[src/rtl/csa_accumulator_if.sv]
// csa_accumulator_if: operand stream in, packet result out
// Ports (slave view): in_valid/in_data/in_last/out_ready in;
//   in_ready/out_valid/out_sum/out_ovf/out_count out
interface csa_accumulator_if #(
   parameter int WIDTH     = 8,
   parameter int ACC_WIDTH = 16,
   parameter int CNT_WIDTH = 8
);
   logic                 in_valid;
   logic                 in_ready;
   logic [WIDTH-1:0]     in_data;
   logic                 in_last;
   logic                 out_valid;
   logic                 out_ready;
   logic [ACC_WIDTH-1:0] out_sum;
   logic                 out_ovf;
   logic [CNT_WIDTH-1:0] out_count;
   modport master (
      output in_valid, in_data, in_last, out_ready,
      input  in_ready, out_valid, out_sum, out_ovf, out_count
   );
   modport slave (
      input  in_valid, in_data, in_last, out_ready,
      output in_ready, out_valid, out_sum, out_ovf, out_count
   );
endinterface

[src/rtl/csa_accumulator.sv]
// csa_accumulator: carry-save packet accumulator with one-cycle carry resolve
// Ports: clk, rst (sync, active-high); bus (slave) carries the operand
//   stream handshake and the held result handshake
module csa_accumulator #(
   parameter int WIDTH     = 8,
   parameter int ACC_WIDTH = 16,
   parameter int CNT_WIDTH = 8
) (
   input logic               clk,
   input logic               rst,
   csa_accumulator_if.slave  bus
);
   typedef enum logic [1:0] {ACCUM, RESOLVE, HOLD} state_t;
   state_t               r_state, w_next;
   logic [ACC_WIDTH-1:0] r_s, r_c, w_x, w_maj, r_sum;
   logic [ACC_WIDTH:0]   w_full;
   logic [CNT_WIDTH-1:0] r_cnt, r_count;
   logic                 r_k, r_ovf, w_accept;
   assign w_x      = ACC_WIDTH'(bus.in_data);
   assign w_maj    = (r_s & r_c) | (r_s & w_x) | (r_c & w_x);
   assign w_full   = {1'b0, r_s} + {1'b0, r_c};
   assign w_accept = bus.in_valid && r_state == ACCUM;
   assign bus.in_ready  = r_state == ACCUM;
   assign bus.out_valid = r_state == HOLD;
   assign bus.out_sum   = r_sum;
   assign bus.out_ovf   = r_ovf;
   assign bus.out_count = r_count;
   always_comb begin
      w_next = r_state;
      w_next = r_state == ACCUM   ? ((w_accept && bus.in_last) ? RESOLVE : ACCUM) :
               r_state == RESOLVE ? HOLD :
               (bus.out_ready ? ACCUM : HOLD);
   end
   always_ff @(posedge clk) begin
      if (rst) begin
         r_state <= ACCUM;
         r_s     <= '0;
         r_c     <= '0;
         r_k     <= 1'b0;
         r_cnt   <= '0;
         r_sum   <= '0;
         r_ovf   <= 1'b0;
         r_count <= '0;
      end else begin
         r_state <= w_next;
         if (w_accept) begin
            r_s   <= r_s ^ r_c ^ w_x;
            // top majority bit would carry into weight 2^ACC_WIDTH: remember it
            r_c   <= w_maj << 1;
            r_k   <= r_k | w_maj[ACC_WIDTH-1];
            r_cnt <= r_cnt + CNT_WIDTH'(r_cnt != '1);
         end
         if (r_state == RESOLVE) begin
            r_sum   <= w_full[ACC_WIDTH-1:0];
            r_ovf   <= r_k | w_full[ACC_WIDTH];
            r_count <= r_cnt;
         end
         if (r_state == HOLD && bus.out_ready) begin
            r_s   <= '0;
            r_c   <= '0;
            r_k   <= 1'b0;
            r_cnt <= '0;
         end
      end
   end
endmodule

[src/flat_wrapper.sv]
// flat-port wrapper written by rule: the top's interface ports become plain ports
module csa_accumulator_flat 
#(
   parameter int WIDTH     = 8,
   parameter int ACC_WIDTH = 16,
   parameter int CNT_WIDTH = 8
)
  (clk, rst, bus_in_valid, bus_in_data, bus_in_last, bus_out_ready, bus_in_ready, bus_out_valid, bus_out_sum, bus_out_ovf, bus_out_count);
  csa_accumulator_if #(.WIDTH(WIDTH), .ACC_WIDTH(ACC_WIDTH), .CNT_WIDTH(CNT_WIDTH)) bus_i ();
  input logic clk;
  input logic rst;
  input wire logic [$bits(bus_i.in_valid)-1:0] bus_in_valid;
  input wire logic [$bits(bus_i.in_data)-1:0] bus_in_data;
  input wire logic [$bits(bus_i.in_last)-1:0] bus_in_last;
  input wire logic [$bits(bus_i.out_ready)-1:0] bus_out_ready;
  output wire logic [$bits(bus_i.in_ready)-1:0] bus_in_ready;
  output wire logic [$bits(bus_i.out_valid)-1:0] bus_out_valid;
  output wire logic [$bits(bus_i.out_sum)-1:0] bus_out_sum;
  output wire logic [$bits(bus_i.out_ovf)-1:0] bus_out_ovf;
  output wire logic [$bits(bus_i.out_count)-1:0] bus_out_count;
  assign bus_i.in_valid = bus_in_valid;
  assign bus_i.in_data = bus_in_data;
  assign bus_i.in_last = bus_in_last;
  assign bus_i.out_ready = bus_out_ready;
  assign bus_in_ready = bus_i.in_ready;
  assign bus_out_valid = bus_i.out_valid;
  assign bus_out_sum = bus_i.out_sum;
  assign bus_out_ovf = bus_i.out_ovf;
  assign bus_out_count = bus_i.out_count;
  csa_accumulator #(.WIDTH(WIDTH), .ACC_WIDTH(ACC_WIDTH), .CNT_WIDTH(CNT_WIDTH)) u_core (.clk(clk), .rst(rst), .bus(bus_i));
endmodule
[config.mk]
export PLATFORM = sky130hd
export DESIGN_NAME = csa_accumulator_flat
export DESIGN_NICKNAME = d
export VERILOG_FILES = /design/src/rtl/csa_accumulator_if.sv /design/src/rtl/csa_accumulator.sv /design/src/flat_wrapper.sv
export SDC_FILE = /design/constraint.sdc
export NUM_CORES = 1
export LEC_CHECK = 0
export ABC_AREA = 1
export CORE_UTILIZATION = 40
export CTS_CLUSTER_SIZE = 12
export DETAILED_ROUTE_END_ITERATION = 10
export GPL_TIMING_DRIVEN = 0
export PLACE_DENSITY_LB_ADDON = 0.2
export SYNTH_ARGS = -nofsm -noshare
export SYNTH_HDL_FRONTEND = slang
export SYNTH_SLANG_ARGS = --single-unit
[constraint.sdc]
create_clock -name clk -period 2.6 [get_ports clk]
set_input_delay 0.26 -clock clk [delete_from_list [all_inputs] [get_ports clk]]
set_output_delay 0.26 -clock clk [all_outputs]
set_load 0.05 [all_outputs]
==> metrics.yaml <==
timing:
  hold_viol_final: 0
  finalMaxSlewViolations: 0
  tightestPinTransition_ps: 499.4
  clock_skew_ps: 8.708
  slew_headroom_pct: 66.60
  setup_viol: 0
  fin_crit_sh_pct: 76.45
  fin_crit_ps: 1988
  setup_slack_ps: 612.3
  fin_setup_tns_ps: 0
  rsz0062_at_grt: "no"
  fmax_mhz: 503.1
synth:
  avgSynthCellArea_um2: 7.210
  synth_area_leaders: "dfxtp_1 39%, nand2_1 13%, a21oi_1 8.2%, ha_1 6.5%, inv_1 6.2%"
  async_flop_share_pct: 0
  syn_inst: 480
  synth.distinct_cells: 30
  synth_nets: 519
  synth-edff-count: 0
  ys_seq_elements: 67
  yosysWarnings: 0
  syn_area_mm2: 0.003461
  yosys.area.top_type: "dfxtp_1"
  yosysMostFrequentCell: "nand2_1"
  ys.flop_type: "dfxtp_1"
  ys_top_cells_by_count: "122 x nand2_1, 67 x dfxtp_1, 57 x a21oi_1, 57 x inv_1, 50 x nor2_1"
  seq_area_frac_synth_pct: 38.76
  netlist.area_leader.share_pct: 38.76
power:
  p_leak_nw: 1.972
  p_per_area_mw_per_mm2: 646.1
  total_power_mw: 2.750
  ir_drop_mv: 0.2869
detailed_routing:
  wire_per_inst_um: 13.42
  drt_iter0_drc: 119
  viasPerCell: 4.900
  routed_wl_mm: 8.586
  via_count: 3136
  ant_nets: 0
  drc_errors: 0
  firstDrtPassIters: 4
place:
  numPortBuffers: 39
  gp_congestion: 0.8455
  pre_cts_ws_ps: 682.8
  dp.final_hpwl_mm: 6.472
  dp_cells: 624
  placed_cell_area_mm2: 0.003983
global_route:
  grt_pass1_vias: 3048
  overflow: 0
  antenna_found_initial: 0
  grt_pass1_wl_mm: 14.52
  grt_max_degree: 13
  track_usage_pct: 21.30
finish:
  syn_to_final_growth_pct: 22.99
  n_antenna_cell: 0
  drive_above_1_share_pct: 7.664
  final_cells: 640
  nets: 569
  stdcell_area_mm2: 0.004257
die:
  initial_core_util_pct: 41.70
  die_height_um: 95.02
  row_count: 33
  core_area_mm2: 0.008299
  io_pins: 40
  fp.dieArea_mm2: 0.009028
  die_w_um: 95.02
clocking:
  cts_tree: "built"
  path_clk_slew_ps: 80
  clk_path_buf_depth: 2
  cts_made_buffers: 9
  cts_setup_buffers: 0
  cts_resized: 0
  root_buffer: "clkbuf_8"
  clk_latency_ps: 350
  hold_buffers: 0
  h-tree-depth: 3
  clock_sinks: 67
critical_path:
  crit_type: "flop to output pin"
  arrival_ps: 1730
  end_kind: "output pin"
  rr_worst_depth: 10
  start_kind: "flop"
  critPathMaxFanout: 3
  rrSetupSlack_ps: 640
  cp.required_ps: 2340
outcome:
  status: "finished, final reports clean"
flow_run:
  drv_cap: 0
worst_hold_path:
  hp-class: "primary input to flop"
  whs_path_depth: 3
==> final timing paths <==
path	from	endpoint
setup / recovery	u_core.r_state[1]	bus_out_valid
hold / removal	bus_in_last	u_core.r_state[0]
setup reg to reg	u_core.r_cnt[3]	u_core.r_cnt[6]
hold reg to reg	u_core.r_c[14]	u_core.r_c[14]
==> sequential cells by signal, summed over array words and instances (netlist names) <==
register / flops
u_core.bus.out_sum: 16
u_core.r_s: 16
u_core.r_c: 15
u_core.bus.out_count: 8
u_core.r_cnt: 8
u_core.r_state: 2
u_core.bus.out_ovf: 1
u_core.r_k: 1
==> layer usage <==
layer  GRT usage [%]  wire length (um)
met1           28.06              4142
met2           35.25              4000
met3           3.110               340
met4           7.955               103
met5               0                 0
==> kinds of logic after synthesis <==
family	after synthesis	synth area share, %
xor+xnor	7	1.772
fa+ha+maj	26	11.14
simple gates	207	24.62
flops	67	38.76
compound gates	97	14.46
buf+inv	76	9.255
==> final cells by class <==
| class | instances | area (um2) |
|---|---|---|
| buffer | 16 | 93.84 |
| clock buffer | 10 | 137.6 |
| clock inverter | 6 | 136.4 |
| fill | 815 | 4043 |
| inverter | 60 | 226.5 |
| multi-input combinational | 337 | 1799 |
| sequential | 67 | 1341 |
| tap | 105 | 131.4 |
| timing repair buffer | 39 | 390.4 |
==> power by group <==
| group | total (mW) | internal, mW | switching, mW |
|---|---|---|---|
| Sequential | 1.12 | 1.08 | 0.0393 |
| Combinational | 0.440 | 0.155 | 0.285 |
| Clock | 1.19 | 0.762 | 0.427 |
==> placed cells by master (no fill, tap or decap), types with 2 or more instances in the layout <==
cell type and instances:
nand4_1 2, clkbuf_1 2, buf_4 2, nand2_1 122, fa_1 8, dfxtp_1 67, ha_1 18, xor2_1 6
o21ai_0 35, nor2_4 2, nand3_1 20, a21oi_1 57, buf_2 9, inv_2 2, a211oi_1 2, nor2_2 3
bufinv_16 4, nor2_1 50, inv_1 57, clkbuf_8 10, clkdlybuf4s50_1 39, buf_6 2, nor3_1 3, nand2_2 2
==> stage by stage <==
step | util, % | hold slack, ps
after global placement | 47.99 | 448.9
after floorplan | - | 363.8
after CTS | 51.29 | 448.0
after detailed placement | 47.99 | 466.2
after global routing | 51.29 | 454.0
final | 51.29 | 451.3
==> worst max-delay path: stages, from the launching register on <==
cell             delay (ps)
dfxtp_1                 400
inv_1                    80
nor2_2                  100
clkdlybuf4s50_1         800
Note: power is estimated with default switching activity, not from simulation.
